--- src/rtl/uart_rx_core.sv ---
// UART receive core: 3-sample majority voter, frame FSM, deserializer and
// parity/stop/break checking, clocked by the oversampling clock.
module uart_rx_core #(
  parameter int unsigned DATA_WIDTH     = 8,
  parameter int unsigned PRESCALE_WIDTH = 6
) (
  input  logic                      clock,
  input  logic                      reset,
  input  logic                      rx_in,
  input  logic [PRESCALE_WIDTH-1:0] prescale,
  input  logic                      parity_en,
  input  logic                      parity_type,
  input  logic                      two_stop,
  output logic [DATA_WIDTH-1:0]     data_out,
  output logic                      data_valid,
  output logic                      parity_error,
  output logic                      stop_error,
  output logic                      break_detect,
  output logic                      busy
);

  localparam int unsigned CntW = (DATA_WIDTH > 1) ? $clog2(DATA_WIDTH) : 1;
  localparam logic [CntW-1:0] LastBit = CntW'(DATA_WIDTH - 1);

  typedef enum logic [2:0] {
    StIdle, StStart, StData, StParity, StStop1, StStop2, StOutput
  } state_e;

  state_e                    state;
  logic [PRESCALE_WIDTH-1:0] edge_cnt, presc_l;
  logic                      par_en_l, par_type_l, two_stop_l;
  logic [CntW-1:0]           bit_cnt;
  logic [DATA_WIDTH-1:0]     shreg;
  logic                      samp0, samp1, par_bit, stop1_bit, stop2_bit;

  logic [PRESCALE_WIDTH-1:0] half, edge_nxt;
  logic at_hm1, at_h, at_mid, at_last, at_pre;
  logic maj, exp_par, par_err, stp_err, is_break;

  always_comb begin
    half     = presc_l >> 1;
    at_hm1   = (edge_cnt == half - PRESCALE_WIDTH'(1));
    at_h     = (edge_cnt == half);
    at_mid   = (edge_cnt == half + PRESCALE_WIDTH'(1));
    at_last  = (edge_cnt == presc_l - PRESCALE_WIDTH'(1));
    at_pre   = (edge_cnt == presc_l - PRESCALE_WIDTH'(2));
    edge_nxt = at_last ? '0 : edge_cnt + PRESCALE_WIDTH'(1);
    // Two stored samples plus the live line form the vote at edge h+1.
    maj      = (samp0 & samp1) | (samp0 & rx_in) | (samp1 & rx_in);
    exp_par  = (^shreg) ^ par_type_l;
    par_err  = par_en_l & (par_bit != exp_par);
    stp_err  = ~stop1_bit | (two_stop_l & ~stop2_bit);
    is_break = (shreg == '0) & (~par_en_l | ~par_bit) & ~stop1_bit;
  end

  assign busy = (state != StIdle);

  always_ff @(posedge clock or negedge reset) begin
    if (!reset) begin
      state        <= StIdle;
      edge_cnt     <= '0;
      presc_l      <= '0;
      par_en_l     <= 1'b0;
      par_type_l   <= 1'b0;
      two_stop_l   <= 1'b0;
      bit_cnt      <= '0;
      shreg        <= '0;
      samp0        <= 1'b0;
      samp1        <= 1'b0;
      par_bit      <= 1'b0;
      stop1_bit    <= 1'b0;
      stop2_bit    <= 1'b0;
      data_out     <= '0;
      data_valid   <= 1'b0;
      parity_error <= 1'b0;
      stop_error   <= 1'b0;
      break_detect <= 1'b0;
    end else begin
      data_valid   <= 1'b0;
      break_detect <= 1'b0;
      if (at_hm1) samp0 <= rx_in;
      if (at_h)   samp1 <= rx_in;
      // Configuration is frozen for the whole frame from its first START cycle.
      if ((state == StIdle || state == StOutput) && !rx_in) begin
        presc_l    <= prescale;
        par_en_l   <= parity_en;
        par_type_l <= parity_type;
        two_stop_l <= two_stop;
      end
      unique case (state)
        StIdle: begin
          edge_cnt <= '0;
          if (!rx_in) state <= StStart;
        end
        StStart: begin
          edge_cnt <= edge_nxt;
          if (at_mid && maj) begin
            state    <= StIdle;
            edge_cnt <= '0;
          end else if (at_last) begin
            state   <= StData;
            bit_cnt <= '0;
          end
        end
        StData: begin
          edge_cnt <= edge_nxt;
          if (at_mid) shreg <= {maj, shreg[DATA_WIDTH-1:1]};
          if (at_last) begin
            if (bit_cnt == LastBit) state <= par_en_l ? StParity : StStop1;
            else                    bit_cnt <= bit_cnt + 1'b1;
          end
        end
        StParity: begin
          edge_cnt <= edge_nxt;
          if (at_mid)  par_bit <= maj;
          if (at_last) state <= StStop1;
        end
        StStop1: begin
          edge_cnt <= edge_nxt;
          if (at_mid) stop1_bit <= maj;
          if (two_stop_l && at_last) begin
            state <= StStop2;
          end else if (!two_stop_l && at_pre) begin
            state    <= StOutput;
            edge_cnt <= '0;
          end
        end
        StStop2: begin
          edge_cnt <= edge_nxt;
          if (at_mid) stop2_bit <= maj;
          if (at_pre) begin
            state    <= StOutput;
            edge_cnt <= '0;
          end
        end
        StOutput: begin
          edge_cnt     <= '0;
          parity_error <= par_err;
          stop_error   <= stp_err;
          if (is_break) begin
            break_detect <= 1'b1;
          end else if (!par_err && !stp_err) begin
            data_valid <= 1'b1;
            data_out   <= shreg;
          end
          state <= rx_in ? StIdle : StStart;
        end
        default: state <= StIdle;
      endcase
    end
  end

endmodule

--- config.mk ---
export PLATFORM = sky130hd
export DESIGN_NAME = uart_rx_core
export DESIGN_NICKNAME = d
export VERILOG_FILES = /design/src/rtl/uart_rx_core.sv
export SDC_FILE = /design/constraint.sdc
export NUM_CORES = 1
export LEC_CHECK = 0
export BUFFER_PORTS_ARGS = -buffer_cell sky130_fd_sc_hd__buf_2
export CAP_MARGIN = 20
export CORE_MARGIN = 10
export CORE_UTILIZATION = 62
export CTS_CLUSTER_DIAMETER = 120
export DETAILED_ROUTE_END_ITERATION = 16
export PLACE_DENSITY = 0.8
export SLEW_MARGIN = 15
export SYNTH_ARGS = -nofsm -noshare
export SYNTH_HDL_FRONTEND = slang
export SYNTH_SLANG_ARGS = --single-unit
--- constraint.sdc ---
create_clock -name clock -period 7.3 [get_ports clock]
set_input_delay 1.095 -clock clock [delete_from_list [all_inputs] [get_ports clock]]
set_output_delay 1.095 -clock clock [all_outputs]
set_load 0.03 [all_outputs]
; ---- After elaboration in Yosys (flattened, before gate mapping)
; Index checks and enable logic that the tools add are counted.
[word_totals]
register_bits = 46
inputBits = 12
output_inout_bits = 13
wordCells = 117
[classes]
n_addsub = 6
n_eq_ne = 23
mux = 28
bitwise_logic = 17
n_reduce_logical = 25
[ops]
columns = cell, n
row1 = $mux 3, 14
row2 = $mux 6, 5
row3 = $pmux 6 s5, 1
row4 = $eq 6x6->1, 4
row5 = $pmux 3 s7, 1
row6 = $ne 2x2->1 const B, 8
row7 = $eq 3x3->1 const B, 4
row8 = $logic_not 8->1, 1
row9 = $reduce_and 2->1, 4
row10 = $reduce_xor 8->1, 1
row11 = $and 1x1->1, 7
row12 = $reduce_and 7->1, 1
row13 = $add 5x1->6 const B, 1
row14 = $add 6x1->6 const B, 1
row15 = $eq 3x2->1 const B, 2
row16 = $eq 6x5->1, 1
row17 = $mux 1, 6
row18 = $ne 3x3->1 const B, 2
row19 = $pmux 3 s2, 1
row20 = $sub 5x1->6 const B, 1
row21 = $sub 6x1->6 const B, 1
row22 = $sub 6x2->6 const B, 1
row23 = $logic_and 1x1->1, 5
row24 = $not 1->1, 5
row25 = 14 further kinds, 21

; ---- Longest topological paths before layout
[logic_depth]
ltp_word = 9
ltp_mapped = 11
depth_no_buf = 9

; ---- Worst setup path after synthesis
; No wires, ideal clock.
[synth_path]
kind = reg2reg
startpoint = reg presc_l[1]
endpoint = reg bit_cnt[0]
setup_ns = 0.121
arrival_time_ns = 2.693
required_ns = 7.179
slack_ns = 4.486
stages_incl_launch_ff = 11
n_path_buf = 2
period_less_slack_ns = 2.814
path_cell_list = dfrtp_1 > clkbuf_1 > inv_1 > ha_1 > or3b_1 > or3_1 > a2111oi_2 > and2_1 > buf_6 > o211ai_1 > a22o_1
[synth_via]
elab_chain_cells = 5
word_cells_on_any_way = 9
classes_between = 2 x add/sub / 5 x eq/ne / 2 x reduce/logical
[synth_lines]
columns = item, line_no
row1 = "start, declared", 30  ; logic [PRESCALE_WIDTH-1:0] edge_cnt, presc_l;
row2 = "start signal, assigned", 85  ; presc_l <= prescale;
row3 = $add 5x1->6, 44  ; at_mid = (edge_cnt == half + PRESCALE_WIDTH'(1));
row4 = $eq 6x6->1, 44
row5 = $logic_and 1x1->1, 97  ; if (at_mid && maj) begin
row6 = $ne 2x2->1 (no line), -
row7 = $reduce_and 5->1 (no line) (*), -
row8 = "end signal, assigned", 110  ; else bit_cnt <= bit_cnt + 1'b1;
row9 = "end, declared", 32  ; logic [CntW-1:0] bit_cnt;
; Every way passes the cells marked *; elsewhere a longest branch is shown, timed or not.
; A chain may end at the register's enable or synchronous reset.

; ---- Worst setup path in the final report
; Ends and elaborated chain as after synthesis.

==> results.yml <==
critical_path:
  worst_ep_required_time_ns: 7.49
  regToRegSetupSlack_ns: 4.21
  cp_cell_sequence: "inv_1 -> ha_1 -> or3b_1 -> or3_1 -> a2111oi_2 -> and2_1 -> o211ai_1 -> a22o_1"
  cp.arrival_ns: 3.28
  cp_top_family: "simple AND/OR/NAND/NOR gates"
  crit_type: "reg -> reg"
  crit_buf_inv: 1
  worstReg2RegEnd: "bit_cnt[0]$_DFFE_PN0P_"
  crit_path_start: "presc_l[1]$_DFFE_PN0P_"
  start_kind: "flip-flop"
  endpoint_kind: "flip-flop"
  worstRegToRegCells: 8
  critPathCapture: "bit_cnt[0]$_DFFE_PN0P_"
  r2r-start: "presc_l[1]$_DFFE_PN0P_"
  path_depth: 8
  crit_fanout: 8
  critPathSlowestCell: "dfrtp_1"
  cp_slowest_stage_delay_ns: 0.49
logic_synthesis:
  syn-num-nets: 325
  synth_edf_count: 0
  synth.area.top_cells: "dfrtp_1 (41%), mux2_2 (8.0%), ha_1 (4.9%)"
  synth_flop_cell: "dfrtp_1"
  syn_area_per_cell_um2: 9.32
  synth-seq-area-share: 0.409
  ys_warn_count: 0
  ys_types: 52
  synth-seq-cells: 46
  synth_top_area_frac: 0.409
  netlist_area_um2: 2810
  yosys.area.top_type: "dfrtp_1"
  async_flop_share: 1.00
  synthCells: 302
global_routing:
  grt_max_degree: 47
  grt_overflow: 0
  grt_pass1_vias: 2084
  grt_first_pass_wirelength_um: 9840
  antenna_found_initial: 0
  grt_usage: 0.155
placement:
  port_buffers: 24
  dp_cells: 360
  hpwl_um: 4270
  place.gp.congestion: 0.918
power:
  cellLeakagePower_nw: 1.35
  powerDensity_nw_per_um2: 386
  worst_ir_drop_vdd_uv: 242
  total_power_mw: 1.16
layout:
  final_nets: 339
  seq_area_um2: 1150
  diodes: 0
  finalNonFillerCells: 369
  drive_gt1_frac: 0.189
  multiInputGateArea_um2: 1510
  area_growth_pct: 6.49
  fillers: 359
timing:
  fin_setup_tns_ns: 0
  relSlewSlack: 0.330
  period_minus_slack_ns: 3.09
  max_slew.worst_pin.slew_ns: 1.00
  final_hold_viol_count: 0
  fin_crit_sh: 0.423
  max_freq_mhz: 324
  setup_violations: 0
  fin_skew_ns: 0.00647
  maxSlewViolCount: 0
  rsz0062_at_grt: "false"
die:
  dieArea_um2: 7630
  core_area_um2: 4380
  start_util: 0.642
  row_count: 24
  die_h_um: 87.4
  die_w_um: 87.4
  pin_count: 25
routing:
  first_pass_iters: 4
  drc_errors: 0
  wl_um: 5710
  via_per_inst: 6.02
  initialDrtViolationCount: 190
  vias: 2221
  wl_per_cell_um: 15.5
  drt.antenna.violating_nets: 0
clocking:
  cts_buffers: 5
  cts_max_level: 2
  clkSlewWorstSetupHoldPaths_ns: 0.09
  cts_tree: "done"
  post_cts_buffers: 0
  cts-root-buf: "clkbuf_8"
  hold_buffers: 0
  cts_sinks: 46
  clock_latency_ns: 0.30
  post_cts_resized: 0
  clockBufferDepth: 2
worst_hold_path:
  hold_class: "reg -> reg"
  hp-start: "stop1_bit$_DFFE_PN0P_"
run:
  drv_cap: 0
outcome:
  outcome: "finished, final reports clean"
-- placed cells by master (no fill, tap or decap), drive strengths merged, types with 7 or more instances in the layout --
cell and count:
nand3 15, buf 24, nor2 15, dfrtp 46, mux2 20, a21oi 12, xnor2 12, o21ai 27
nor3 10, ha 11, inv 14, nand4 7, xor2 13, nand2 34, clkbuf 7
-- cell usage after synthesis, types with 3 or more instances --
| library cell | count |
|---|---|
| o21a_1 | 3 |
| a21oi_1 | 11 |
| buf_6 | 3 |
| nor2_1 | 15 |
| nand2_1 | 34 |
| and2_1 | 3 |
| nand2b_1 | 3 |
| nand3_1 | 15 |
| o21ai_0 | 27 |
| clkbuf_1 | 9 |
| nor3_1 | 10 |
| ha_1 | 11 |
| buf_2 | 3 |
| inv_1 | 14 |
| nand4_1 | 7 |
| dfrtp_1 | 46 |
| xor2_1 | 13 |
| xnor2_1 | 12 |
| mux2_2 | 20 |
| nor4_1 | 5 |
-- cell families (layout without fill, tap and decap cells) --
family / count (synthesis) / after routing / share of synthesized area
and+or+nand+nor: 105 / 105 / 0.185
AOI/OAI and AO/OA: 60 / 60 / 0.133
DFF: 46 / 46 / 0.409
buffers and inverters: 32 / 47 / 0.0551
xor gates and xnor gates: 25 / 25 / 0.0778
muxes: 22 / 22 / 0.0872
adders and majority gates: 12 / 12 / 0.0525
-- routing by layer --
layer / wire length [um] / part of all wire / GRT usage / vias to the layer above
met2: 2610 / 0.46 / 0.235 / 64
met5: 0 / 0 / 0 / -
li1: - / - / - / 1091
met4: 51 / 0.0089 / 0.0348 / 0
met1: 2730 / 0.48 / 0.215 / 1060
met3: 313 / 0.055 / 0.0412 / 6
-- flip-flops by register name, indices dropped and copies added, names as in the netlist --
| name | count |
|---|---|
| state | 3 |
| shreg | 8 |
| two_stop_l | 1 |
| stop1_bit | 1 |
| par_type_l | 1 |
| data_out | 8 |
| edge_cnt | 6 |
| stop2_bit | 1 |
| stop_error | 1 |
| presc_l | 6 |
| data_valid | 1 |
| samp0 | 1 |
| samp1 | 1 |
| bit_cnt | 3 |
| par_bit | 1 |
| parity_error | 1 |
| break_detect | 1 |
| par_en_l | 1 |
-- through the flow --
stage	cell area (um2)	utilization	setup slack (ns)	hold WS (ns)
after floorplan	2810	-	4.49	0.426
after CTS	2990	0.682	4.22	0.470
after detailed placement	2900	0.662	4.24	0.456
after global placement	2900	0.662	4.33	0.463
after global routing	3000	0.684	3.84	0.489
final	3000	0.684	4.21	0.461
-- worst reg2reg max path: stages (launching register included) --
cell,delay [ns]
dfrtp_1,0.49
inv_1,0.18
ha_1,0.28
or3b_1,0.40
or3_1,0.33
a2111oi_2,0.45
and2_1,0.34
o211ai_1,0.25
a22o_1,0.28
-- cell type report --
type	instances	area share
repair buffers	25	0.0426
flip-flops and latches	46	0.384
clock buffers	6	0.0242
well taps	52	0.0217
inverters	14	0.0175
clock inverters	2	0.00459
multi-input cells	224	0.505
-- power by group --
| part | leakage (nW) | internal [mW] | switching, mW | total, mW |
|---|---|---|---|---|
| Sequential | 0.607 | 0.318 | 0.127 | 0.445 |
| Combinational | 0.701 | 0.251 | 0.305 | 0.556 |
| Clock | 0.0452 | 0.0678 | 0.0891 | 0.157 |
-- worst min path at each step --
| stage | endpoint | slack [ns] | cells after the start |
|---|---|---|---|
| after CTS | break_detect$_DFF_PN0_ | 0.47 | 1 |
| after global routing | break_detect$_DFF_PN0_ | 0.49 | 1 |
| after global placement | break_detect$_DFF_PN0_ | 0.46 | 1 |
| after detailed placement | break_detect$_DFF_PN0_ | 0.46 | 1 |
| after floorplan | break_detect$_DFF_PN0_ | 0.43 | 1 |
| final | break_detect$_DFF_PN0_ | 0.46 | 1 |
Power figures use the tool's default switching activity.
